==> src/rtl/adc_axis_packetizer.sv <==
// Parallel-ADC capture -> FIFO -> fixed-length AXI4-Stream packets with overrun/OTR status.
// Define ADC_TEST_PATTERN_EN to add the control[4] ramp test-pattern source.
module adc_axis_packetizer #(
  parameter int ADC_BITS    = 14,
  parameter int CLK_DIV     = 4,
  parameter int TDATA_WIDTH = 32,
  parameter int PKT_LEN     = 256,
  parameter int FIFO_DEPTH  = 16
) (
  input  logic                     m00_axis_aclk,
  input  logic                     m00_axis_areset,
  output logic                     adc_clk_o,
  input  logic [ADC_BITS:0]        adc_data,
  input  logic [7:0]               control,
  output logic [31:0]              status,
  output logic                     m00_axis_tvalid,
  output logic [TDATA_WIDTH-1:0]   m00_axis_tdata,
  output logic [TDATA_WIDTH/8-1:0] m00_axis_tstrb,
  output logic                     m00_axis_tlast,
  input  logic                     m00_axis_tready
);

  localparam int DW = $clog2(CLK_DIV);
  localparam int AW = $clog2(FIFO_DEPTH);
  localparam int BW = $clog2(PKT_LEN);
  localparam logic [DW-1:0] DIV_LAST  = DW'(CLK_DIV - 1);
  localparam logic [DW-1:0] DIV_HALF  = DW'(CLK_DIV / 2);
  localparam logic [BW-1:0] BEAT_LAST = BW'(PKT_LEN - 1);
  localparam logic [7:0]    DEPTH_L   = 8'(FIFO_DEPTH);

  typedef enum logic [1:0] {
    IDLE  = 2'd0,
    RUN   = 2'd1,
    DRAIN = 2'd2
  } state_e;

  logic clk, rst;
  assign clk = m00_axis_aclk;
  assign rst = m00_axis_areset;

  state_e state_q, state_d;
  logic [DW-1:0] div_q, div_d;
  logic adc_clk_q, strobe;
  logic en, clr_ovr, clr_otr, twos;
  logic en_q, start;
  logic [ADC_BITS:0] src, cap_q;
  logic cap_vld_q;
  logic [BW-1:0] beat_q, beat_d;
  logic [AW-1:0] wr_q, rd_q;
  logic [7:0] level_q, level_d;
  logic ovr_q, ovr_d, otr_q, otr_d;
  logic [15:0] cnt_q, cnt_d;
  logic push_try, push_ok, pop, drop, is_last, full, tvalid;
  logic [TDATA_WIDTH-1:0] fmt;
  logic [TDATA_WIDTH:0] mem_q [FIFO_DEPTH];
  logic [TDATA_WIDTH:0] rd_word;
  logic [ADC_BITS-1:0] smp;
  logic unused_ctrl;

  assign en      = control[0];
  assign clr_ovr = control[1];
  assign clr_otr = control[2];
  assign twos    = control[3];

  assign strobe = (div_q == DIV_LAST);
  assign div_d  = strobe ? '0 : div_q + 1'b1;
  assign start  = (state_q == IDLE) && en && !en_q;

`ifdef ADC_TEST_PATTERN_EN
  logic [ADC_BITS-1:0] ramp_q, ramp_cur;
  assign ramp_cur = start ? '0 : ramp_q;
  assign src = control[4] ? {1'b0, ramp_cur} : adc_data;
  assign unused_ctrl = ^control[7:5];

  always_ff @(posedge clk or posedge rst) begin
    if (rst) begin
      ramp_q <= '0;
    end else begin
      ramp_q <= strobe ? ramp_cur + 1'b1 : ramp_cur;
    end
  end
`else
  assign src = adc_data;
  assign unused_ctrl = ^control[7:4];
`endif

  // Two's-complement samples are sign-extended into an (ADC_BITS+2)-bit field.
  assign smp = cap_q[ADC_BITS-1:0];
  always_comb begin
    fmt = '0;
    if (twos) begin
      fmt[ADC_BITS+1:0] = {~smp[ADC_BITS-1], ~smp[ADC_BITS-1],
                           ~smp[ADC_BITS-1], smp[ADC_BITS-2:0]};
    end else begin
      fmt[ADC_BITS-1:0] = smp;
    end
    fmt[TDATA_WIDTH-1] = cap_q[ADC_BITS];
  end

  assign tvalid   = (level_q != 8'd0);
  assign full     = (level_q == DEPTH_L);
  assign pop      = tvalid && m00_axis_tready;
  assign is_last  = (beat_q == BEAT_LAST);
  // An idle stop at a packet boundary must not start a new packet.
  assign push_try = cap_vld_q && (state_q == RUN)
                  && !(beat_q == '0 && !en);
  assign push_ok  = push_try && (!full || pop);
  assign drop     = push_try && !push_ok;

  always_comb begin
    state_d = state_q;
    beat_d  = beat_q;
    unique case (state_q)
      IDLE: begin
        if (start) begin
          state_d = RUN;
          beat_d  = '0;
        end
      end
      RUN: begin
        if (!en && beat_q == '0) begin
          state_d = DRAIN;
        end else if (push_ok) begin
          beat_d = is_last ? '0 : beat_q + 1'b1;
          if (is_last && !en) state_d = DRAIN;
        end
      end
      DRAIN: begin
        if (level_q == 8'd0) state_d = IDLE;
      end
      default: state_d = IDLE;
    endcase
  end

  always_comb begin
    level_d = level_q;
    if (push_ok && !pop) level_d = level_q + 8'd1;
    else if (!push_ok && pop) level_d = level_q - 8'd1;
    ovr_d = ovr_q;
    cnt_d = cnt_q;
    if (drop) begin
      ovr_d = 1'b1;
      cnt_d = clr_ovr ? 16'd1 : (&cnt_q ? cnt_q : cnt_q + 16'd1);
    end else if (clr_ovr) begin
      ovr_d = 1'b0;
      cnt_d = '0;
    end
    otr_d = otr_q;
    if (push_ok && cap_q[ADC_BITS]) otr_d = 1'b1;
    else if (clr_otr) otr_d = 1'b0;
  end

  always_ff @(posedge clk or posedge rst) begin
    if (rst) begin
      state_q   <= IDLE;
      div_q     <= '0;
      adc_clk_q <= 1'b0;
      en_q      <= 1'b0;
      cap_q     <= '0;
      cap_vld_q <= 1'b0;
      beat_q    <= '0;
      wr_q      <= '0;
      rd_q      <= '0;
      level_q   <= '0;
      ovr_q     <= 1'b0;
      otr_q     <= 1'b0;
      cnt_q     <= '0;
    end else begin
      state_q   <= state_d;
      div_q     <= div_d;
      adc_clk_q <= (div_d < DIV_HALF);
      en_q      <= en;
      if (strobe) cap_q <= src;
      cap_vld_q <= strobe;
      beat_q    <= beat_d;
      if (push_ok) wr_q <= wr_q + 1'b1;
      if (pop) rd_q <= rd_q + 1'b1;
      level_q   <= level_d;
      ovr_q     <= ovr_d;
      otr_q     <= otr_d;
      cnt_q     <= cnt_d;
    end
  end

  always_ff @(posedge clk) begin
    if (push_ok) mem_q[wr_q] <= {is_last, fmt};
  end

  assign rd_word = mem_q[rd_q];

  assign adc_clk_o       = adc_clk_q;
  assign m00_axis_tvalid = tvalid;
  assign m00_axis_tdata  = tvalid ? rd_word[TDATA_WIDTH-1:0] : '0;
  assign m00_axis_tlast  = tvalid && rd_word[TDATA_WIDTH];
  assign m00_axis_tstrb  = '1;
  assign status = {cnt_q, level_q, 4'b0000, state_q == DRAIN,
                   otr_q, ovr_q, state_q != IDLE};

endmodule
==> config.mk <==
export PLATFORM = sky130hd
export DESIGN_NAME = adc_axis_packetizer
export DESIGN_NICKNAME = d
export VERILOG_FILES = /design/src/rtl/adc_axis_packetizer.sv
export SDC_FILE = /design/constraint.sdc
export NUM_CORES = 1
export LEC_CHECK = 0
export BUFFER_PORTS_ARGS = -buffer_cell sky130_fd_sc_hd__buf_2
export CAP_MARGIN = 20
export CORE_MARGIN = 1.5
export CORE_UTILIZATION = 54
export DETAILED_ROUTE_END_ITERATION = 7
export PLACE_DENSITY = 0.81
export SETUP_SLACK_MARGIN = 0.05
export SLEW_MARGIN = 25
export SYNTH_ARGS = -nofsm -noshare
export SYNTH_HDL_FRONTEND = slang
export SYNTH_SLANG_ARGS = --single-unit
==> constraint.sdc <==
create_clock -name m00_axis_aclk -period 3.23 [get_ports m00_axis_aclk]
set_input_delay 0.1615 -clock m00_axis_aclk [delete_from_list [all_inputs] [get_ports m00_axis_aclk]]
set_output_delay 0.1615 -clock m00_axis_aclk [all_outputs]
set_load 0.05 [all_outputs]
# ---- Yosys cells after proc, flatten, opt, wreduce, memory -nomap -nowiden
# Memories as Yosys holds them, arrays and structs flattened.
# Cells that the tools add are included.
dict set report op_classes {
  addsub 7
  n_lt_le_gt_ge 1
  eq_ne 12
  muxes 27
  n_bitwise 1
  n_reduce_logical 33
}
# cell n
set op_table {}
lappend op_table {{16-bit 2-to-1 mux} 4}
lappend op_table {{8-bit 2-to-1 mux} 6}
lappend op_table {{32-bit 2-to-1 mux} 1}
lappend op_table {{16-bit by 1-bit adder with 16-bit output, second input constant} 1}
lappend op_table {{8-bit by 1-bit adder with 8-bit output, second input constant} 2}
lappend op_table {{8-bit zero test} 2}
lappend op_table {{8-bit one-hot mux with 2 select lines} 1}
lappend op_table {{16-bit AND reduction} 1}
lappend op_table {{14-bit 2-to-1 mux} 1}
lappend op_table {{2-bit 2-to-1 mux} 7}
lappend op_table {{1-bit logical AND} 13}
lappend op_table {{2-bit nonzero test} 5}
lappend op_table {{4-bit by 1-bit adder with 4-bit output, second input constant} 2}
lappend op_table {{8-bit by 5-bit == test with 1-bit output, second input constant} 1}
lappend op_table {{8-bit == test, second input constant} 1}
lappend op_table {{2-bit != test, second input constant} 4}
lappend op_table {{4-bit AND reduction} 2}
lappend op_table {{8-bit nonzero test} 1}
lappend op_table {{8-bit by 1-bit subtractor with 8-bit output, second input constant} 1}
lappend op_table {{1-bit zero test} 6}
lappend op_table {{1-bit 2-to-1 mux} 6}
lappend op_table {{2-bit one-hot mux with 3 select lines} 1}
lappend op_table {{2-bit == test, second input constant} 2}
lappend op_table {{3-bit by 1-bit != test with 1-bit output, second input constant} 1}
lappend op_table {{other kinds (9)} 9}
dict set report word_totals {
  reg_bits 64
  ramBits 288
  word_cells 95
  n_memories 1
}
# name depth width read_ports rd_ports_with_merged_regs wr line_no
set memory_table {}
lappend memory_table {mem_q 16 18 1 0 1 55} ;# logic [TDATA_WIDTH:0] mem_q [FIFO_DEPTH];

# ---- Longest topological paths before layout
# Gate-level depths: netlist of run 1.
dict set report logic_depth {
  ltp_word 9
  mapped_depth 15
  ltp_nobuf 14
}

# ---- Worst setup path before layout of run 1
# OpenSTA, ideal clock, no wires.
dict set report synth_path {
  path_type {flip-flop to flip-flop}
  start {reg level_q[3]}
  end {reg level_q[6]}
  setup_time_ns 0.070
  arrival_time_ns 3.399
  required_ns 3.160
  path_slack_ns -0.239
  path_stages_with_launch 14
  path_cell_list {dfrtp_1 > nor4_4 > nand3_1 > nand3_1 > inv_1 > buf_1 > ha_1 > inv_1 > ha_1 > a21o_1 > a21oi_1 > nor2b_1 > or4_1 > nand3_1}
}
dict set report synth_via {
  elab_chain_cells 7
}
# item line_no
set synth_rtl {}
lappend synth_rtl {{from (decl)} 50} ;# logic [7:0] level_q, level_d;
lappend synth_rtl {{from (signal assigned)} 178} ;# level_q <= level_d;
lappend synth_rtl {{8-bit by 5-bit == test with 1-bit output or 8-bit nonzero test (tied branches)} {101, 100}}
lappend synth_rtl {{1-bit zero test or 1-bit logical AND (tied branches)} {107, 102}}
lappend synth_rtl {{1-bit logical OR (*)} 107} ;# assign push_ok = push_try && (!full || pop);
lappend synth_rtl {{1-bit logical AND (*)} 107}
lappend synth_rtl {{named net push_ok} 53} ;# logic push_try, push_ok, pop, drop, is_last, full, tvalid;
lappend synth_rtl {{1-bit zero test} 138} ;# else if (!push_ok && pop) level_d = level_q - 8'd1;
lappend synth_rtl {{1-bit logical AND} 138}
lappend synth_rtl {{2-bit nonzero test (no line)} -}
# Mark *: on every way through the listed nets, which the timed path passes. The rest lies on a longest branch. The select of a mux whose other input is x is not followed.
# A chain may end at the register's enable or synchronous reset.

# ---- Final worst setup path of run 1
dict set report layout_path {
  start {reg beat_q[0]}
  end {reg level_q[6]}
}
dict set report layout_via {
  elab_chain_cells 8
}
# item line_no
set layout_rtl {}
lappend layout_rtl {{from (decl)} 48} ;# logic [BW-1:0] beat_q, beat_d;
lappend layout_rtl {{from (signal assigned)} 175} ;# beat_q <= beat_d;
lappend layout_rtl {{8-bit zero test (*)} 106} ;# && !(beat_q == '0 && !en);
lappend layout_rtl {{1-bit logical AND (*)} 106}
lappend layout_rtl {{1-bit zero test (*)} 106}
lappend layout_rtl {{1-bit logical AND (*)} 106}
lappend layout_rtl {{1-bit logical AND (*)} 107}
lappend layout_rtl {{1-bit zero test} 138}
lappend layout_rtl {{1-bit logical AND} 138}
lappend layout_rtl {{2-bit nonzero test (no line)} -}
# Every way passes the cells marked *; elsewhere a longest branch is shown, timed or not.

==> results_dict.tcl, run 1 <==
set metrics [dict create \
    cp.required_ns 3.67 \
    drt-wirelength-per-cell_um 23.61 \
    avgSynthCellArea_um2 18.39 \
    crit_path_start_kind "register" \
    min_to "cnt_q[2]$_DFFE_PP0P_" \
    cp.arrival_ns 3.47 \
    slew_violations 0 \
    async_flop_share 0.1905 \
    io_pins 97 \
    path_clk_slew_ns 0.06 \
    grt-ovfl-total 0 \
    drv_cap 0 \
    rr_startpoint "beat_q[0]$_DFFE_PP0P_" \
    worstReg2RegEnd "level_q[6]$_DFFE_PP0P_" \
    post_dp_cell_area_um2 14800 \
    p_per_area_nw_per_um2 821.5 \
    synthAdderAreaFrac 0.01764 \
    grt_pass1_wl_mm 44.57 \
    clk_path_buf_depth 3 \
    clockRootBuffer "clkbuf_16" \
    synth_xor_xnor_area_share 0.01008 \
    setup_tns_ns 0 \
    utilization 0.6393 \
    grt_max_degree 65 \
    coreArea_um2 25250 \
    wirelength_mm 29.42 \
    synth_common_cells "edfxtp_1 (272), mux4_2 (85), dfrtp_1 (64), and2_1 (27)" \
    area_growth_pct 16.16 \
    rows 58 \
    die-area_um2 26710 \
    yosysWarnings 0 \
    grt_use_total 0.2303 \
    io_buffers 69 \
    hold_start "control[1]" \
    synth-edff-count 272 \
    synth-seq-cells 336 \
    finalPower_mw 13.26 \
    status "complete, no violations" \
    insertion_delay_ns 0.52 \
    antennaDiodeCount 0 \
    synth_area_leaders "edfxtp_1 (59%), mux4_2 (14%), dfrtp_1 (12%), ha_1 (1.6%), buf_4 (1.4%)" \
    first_pass_iters 5 \
    rsz0062_at_grt "yes" \
    period_needed_ns 3.032 \
    antenna_found_initial 1 \
    synth_seq_area_share 0.7029 \
    yosys.area_share.simple 0.06121 \
    syn_area_um2 13900 \
    setup-violations-final 0 \
    start_util 0.5504 \
    finClkSkew_ns 0.02039 \
    top_layer "met5" \
    fin_ws_ns 0.1978 \
    synth_top_area_share 0.5876 \
    hold_viol_final 0 \
    finish.instance_area_um2 16150 \
    r2r_slack_ns 0.20 \
    synth.most_common_cell "edfxtp_1" \
    ys.flop_type "edfxtp_1" \
    hold_depth 2 \
    h-tree-depth 2 \
    pre_cts_slack_ns 0.1448 \
    drt-initial-drc-count 589 \
    synth_top_family_by_area "multiplexers" \
    clock_sinks 336 \
    cts_tree "yes" \
    avgViaCountPerCell 5.834 \
    yosys.area.top_type "edfxtp_1" \
    dp_hpwl_mm 17.04 \
    fmax_mhz 329.8 \
    dr_wl_met2_mm 15.61 \
    worst_pin_slew_ns 0.9205 \
    muxShareOfSynthArea 0.1515 \
    wl_met3_mm 1.792 \
    ir_drop_uv 719.6 \
    antenna_left 0 \
    yosysUniqueCellTypes 54 \
    nFillCells 1714 \
    die_width_um 163.4 \
    p_leak_nw 5.716 \
    crit_path_end_kind "register" \
    syn_inst 756 \
    die_h_um 163.4 \
    final_net_count 936 \
    relSlewSlack 0.3863 \
    globalplace.congestion 0.8054 \
    final_layout_size_suffix_gt1_frac 0.3210 \
    grt_pass1_vias 7529 \
    route.detailed.drc 0 \
    num_vias 7269 \
    final.period_utilization 0.9388 \
    crit_fanout 8 \
    synth_compound_area_frac 0.02773 \
    worstRegToRegCells 14 \
    crit_type "reg2reg" \
    wl_met1_mm 11.53 \
    numCtsBuffers 34 \
    min_path_type "in2reg" \
]
## layout make-up
cell class | count | area, um2 | area share
clock buffer | 42 | 902.1 | 0.05587
clock inverter | 19 | 191.4 | 0.01186
inverter | 18 | 70.07 | 0.004340
multi-input combinational | 366 | 3860 | 0.2391
sequential | 336 | 9783 | 0.6059
tap | 330 | 412.9 | 0.02557
timing repair buffer | 135 | 925.9 | 0.05735
## power by group
group          total [mW]  internal, mW  switching (mW)  leakage, nW
Clock                3.83          2.24            1.59        0.529
Sequential           5.17          4.86           0.312         3.22
Combinational        4.26          1.82            2.44         1.97
Total                13.3          8.92            4.34         5.72
## kinds of logic (layout without fill, tap and decap cells)
family                   Yosys count  in the layout
XOR/XNOR                          16             16
buffers and inverters             75            214
AND/OR/NAND/NOR                  145            145
flip-flops                       336            336
other                              2             23
multiplexers                     102            102
AO/OA/AOI/OAI                     61             61
adder cells (fa/ha/maj)           19             19
## per-stage QoR
step,std cells,hold slack (ns)
after CTS,1239,0.0008893
final,1246,0.01552
after detailed placement,1159,0.3145
after global routing,1246,0.02904
after global placement,1159,0.3127
after floorplan,777,0.1929
## worst max-delay path, cell delays in order, from the launching register on
cell and delay [ns]:
dfrtp_1 0.41, inv_1 0.06, ha_1 0.20, nor4b_2 0.17, a21oi_2 0.18, nand3_2 0.10, inv_1 0.10, ha_1 0.24
inv_4 0.09, fa_1 0.41, a21o_1 0.17, a21oi_1 0.21, nor2b_1 0.08, or4_1 0.46, nand3_1 0.09
## per-layer routing
layer | GRT usage | vias to the layer above
met1 | 0.2998 | 3739
met2 | 0.4022 | 263
met5 | 0 | -
met3 | 0.03504 | 34
li1 | - | 3231
met4 | 0.06922 | 2
## worst max-delay path by stage
stage | endpoint | cells after the start | startpoint | slack, ns
floorplan | level_q[6]$_DFFE_PP0P_ | 13 | level_q[5]$_DFFE_PP0P_ | 0.07
global placement | level_q[6]$_DFFE_PP0P_ | 14 | beat_q[0]$_DFFE_PP0P_ | 0.22
detailed placement | level_q[6]$_DFFE_PP0P_ | 14 | beat_q[0]$_DFFE_PP0P_ | 0.14
CTS | m00_axis_tdata[9] | 5 | rd_q[0]$_DFFE_PP0P_ | 0.10
global route | level_q[6]$_DFFE_PP0P_ | 14 | beat_q[0]$_DFFE_PP0P_ | 0.02
finish | level_q[6]$_DFFE_PP0P_ | 14 | beat_q[0]$_DFFE_PP0P_ | 0.20
## placed cells by master, fill, tap and decap left out, types with 4 or more instances in the layout
cell / count
edfxtp_1: 272
mux4_2: 85
buf_2: 69
dfrtp_1: 55
buf_4: 44
clkbuf_16: 35
and2_1: 27
nand2_1: 26
conb_1: 23
o21ai_0: 21
dlygate4sd3_1: 19
ha_1: 18
mux2_2: 17
inv_1: 16
a21oi_1: 14
nor2_1: 14
xnor2_1: 12
nor3_1: 11
and3_1: 11
nand3_1: 10
dfrtp_2: 8
and4_1: 7
clkbuf_1: 7
nor2b_1: 6
o31ai_1: 6
clkinv_1: 6
a21o_1: 5
or3_1: 5
nand4_1: 5
clkinv_2: 5
nor3b_2: 4
xor2_1: 4
## registers in the layout, summed over array words and instances (netlist names)
register / flops
otr_q: 1
rd_q: 4
cnt_q: 16
wr_q: 4
adc_clk_o: 1
cap_q: 15
ovr_q: 1
state_q: 2
beat_q: 8
level_q: 8
cap_vld_q: 1
mem_q: 272
div_q: 2
en_q: 1
## repair_timing
item	CTS	global route
hold buffers	19	0
endpoints found under the setup margin	0	4
buffers inserted	0	7
hold endpoints to repair	82	0
resized for setup	0	3
No activity file was read; power rests on OpenSTA's default activity.
==> run 2: changes to the inputs <==
==> constraint.sdc (replaced) <==
create_clock -name m00_axis_aclk -period 3.23 [get_ports m00_axis_aclk]
set_input_delay 0.323 -clock m00_axis_aclk [delete_from_list [all_inputs] [get_ports m00_axis_aclk]]
set_output_delay 0.323 -clock m00_axis_aclk [all_outputs]
set_load 0.05 [all_outputs]
==> results_dict.tcl, run 2 (synthesized netlist as in run 1, its figures left out) <==
set metrics [dict create \
    startpoint "rd_q[1]$_DFFE_PP0P_" \
    globalplace.congestion 0.8256 \
    first_pass_iters 6 \
    drv_cap 0 \
    path_common_cell "mux4_2" \
    rows 58 \
    hold_slack_ns 0.02731 \
    setup-violations-final 0 \
    largest-register "mem_q" \
    hold_viol_final 0 \
    grt-ovfl-total 0 \
    critPathMaxStageDelay_ns 0.70 \
    crit_path_start_kind "register" \
    rr_startpoint "beat_q[0]$_DFFE_PP0P_" \
    crit_fanout 23 \
    clk_path_buf_depth 3 \
    start_util 0.5504 \
    status "complete, no violations" \
    nFillCells 1711 \
    h-tree-depth 2 \
    grt_use_total 0.2301 \
    insertion_delay_ns 0.52 \
    path_cells "buf_12 -> mux4_2 -> mux4_2 -> and2_1 -> buf_2" \
    num_vias 7331 \
    crit_buf_inv 2 \
    clockRootBuffer "clkbuf_16" \
    layout_commonest_cell "edfxtp_1" \
    utilization 0.6349 \
    min_path_type "in2reg" \
    die_h_um 163.4 \
    drt-wirelength-per-cell_um 23.90 \
    final_layout_size_suffix_gt1_frac 0.3277 \
    ir_drop_uv 851.2 \
    largest_reg_flops 272 \
    avgViaCountPerCell 5.984 \
    cp.required_ns 2.91 \
    cp.arrival_ns 2.72 \
    wirelength_mm 29.28 \
    crit_path_end_kind "output port" \
    p_leak_nw 5.639 \
    crit_type "reg2out" \
    relSlewSlack 0.5212 \
    drt-initial-drc-count 640 \
    setup_tns_ns 0 \
    path_clk_slew_ns 0.06 \
    grt_pass1_wl_mm 44.28 \
    multiInputGateArea_um2 3860 \
    top_regs "mem_q: 272 flops, cnt_q: 16 flops, cap_q: 15 flops" \
    clock_sinks 336 \
    antenna_left 0 \
    worst_pin_slew_ns 0.7149 \
    antenna_found_initial 1 \
    slew_violations 0 \
    dp_hpwl_mm 16.64 \
    grt_max_degree 37 \
    rsz0062_at_grt "no" \
    die_width_um 163.4 \
    area_growth_pct 15.36 \
    die-area_um2 26710 \
    cts_tree "yes" \
    io_pins 97 \
    route.detailed.drc 0 \
    io_buffers 69 \
    finClkSkew_ns 0.02249 \
    ff_latch_area_um2 9783 \
    fmax_mhz 328.5 \
    numCtsBuffers 35 \
    critPathTopFamily "multiplexers" \
    p_per_area_nw_per_um2 830.0 \
    period_needed_ns 3.044 \
    coreArea_um2 25250 \
    hold_start "adc_data[13]" \
    crit_slowest_cell "dfrtp_2" \
    grt_pass1_vias 7457 \
    final.period_utilization 0.9424 \
    final_net_count 913 \
    final_cell_mix "edfxtp_1 (272), mux4_2 (85), buf_2 (69)" \
]
run 2: changes by cell type in the layout (fill, tap and decap cells not counted), moves of 4 or more:
| cell | change |
|---|---|
| dlygate4sd3_1 | -16 |
| buf_12 | +7 |
| buf_4 | -15 |
| clkinv_2 | +4 |
run 2: worst register-to-register path, cell delays in order (launching register included):
cell     delay [ns]
dfrtp_1        0.39
inv_1          0.06
ha_1           0.18
nor4b_1        0.14
a21oi_1        0.28
nand3_2        0.13
inv_2          0.08
ha_2           0.20
inv_2          0.06
fa_1           0.40
a21o_1         0.19
a21oi_2        0.16
nor2b_1        0.07
or4_1          0.47
nand3_1        0.10
run 2: final timing paths:
path                                     endpoint  slack, ns  cells past startpoint
setup / recovery               m00_axis_tdata[14]       0.19                      5
hold / removal              cap_q[13]$_DFFE_PP0P_       0.03                      3
setup reg to reg           level_q[6]$_DFFE_PP0P_       0.25                     14
hold reg to reg                div_q[0]$_DFF_PP0_       0.45                      1
max in group asynchronous  level_q[0]$_DFFE_PP0P_       2.06                      4
min in group asynchronous       ovr_q$_DFFE_PP0P_       0.49                      3
run 2: where the power goes:
| part | internal, mW | leakage [nW] | switching [mW] |
|---|---|---|---|
| sequential | 4.86 | 3.22 | 0.341 |
| clock | 2.25 | 0.543 | 1.61 |
| combinational | 1.81 | 1.88 | 2.43 |
| total | 8.92 | 5.64 | 4.38 |
run 2: layer usage:
layer  part of all wire  up-vias  wire [um]  global-route usage
li1                   -     3185          -                   -
met1               0.39     3785      11400              0.3006
met2               0.51      308      14910              0.3894
met3              0.075       49       2200             0.04444
met4              0.022        4        654             0.07089
met5             0.0038        -        111             0.02841
run 2: through the flow:
step	cell area [um2]	setup slack, ns	power, mW	std cells
5_1_grt	16030	0.05844	13.83	1224
4_1_cts	16010	0.1397	13.40	1223
2_1_floorplan	14000	0.06727	8.533	777
3_5_place_dp	14860	0.1618	9.485	1156
3_3_place_gp	14860	0.2391	9.408	1156
6_report	16030	0.1859	13.31	1225
run 2: what timing repair did:
item / 4_1_cts / 5_1_grt
gates cloned: 0 / 0
gates resized for setup: 0 / 4
hold endpoints to repair: 30 / 0
setup endpoints to repair: 2 / 2
pin swaps: 0 / 2
buffers inserted: 1 / 1
hold buffers: 3 / 0
run 2: area by class of cell:
cell class	instances	area share
clock inverter	23	0.01373
clock buffer	40	0.05579
antenna	1	0.0001561
inverter	18	0.004214
sequential	336	0.6101
multi-input combinational	366	0.2407
tap	330	0.02575
timing repair buffer	111	0.04947
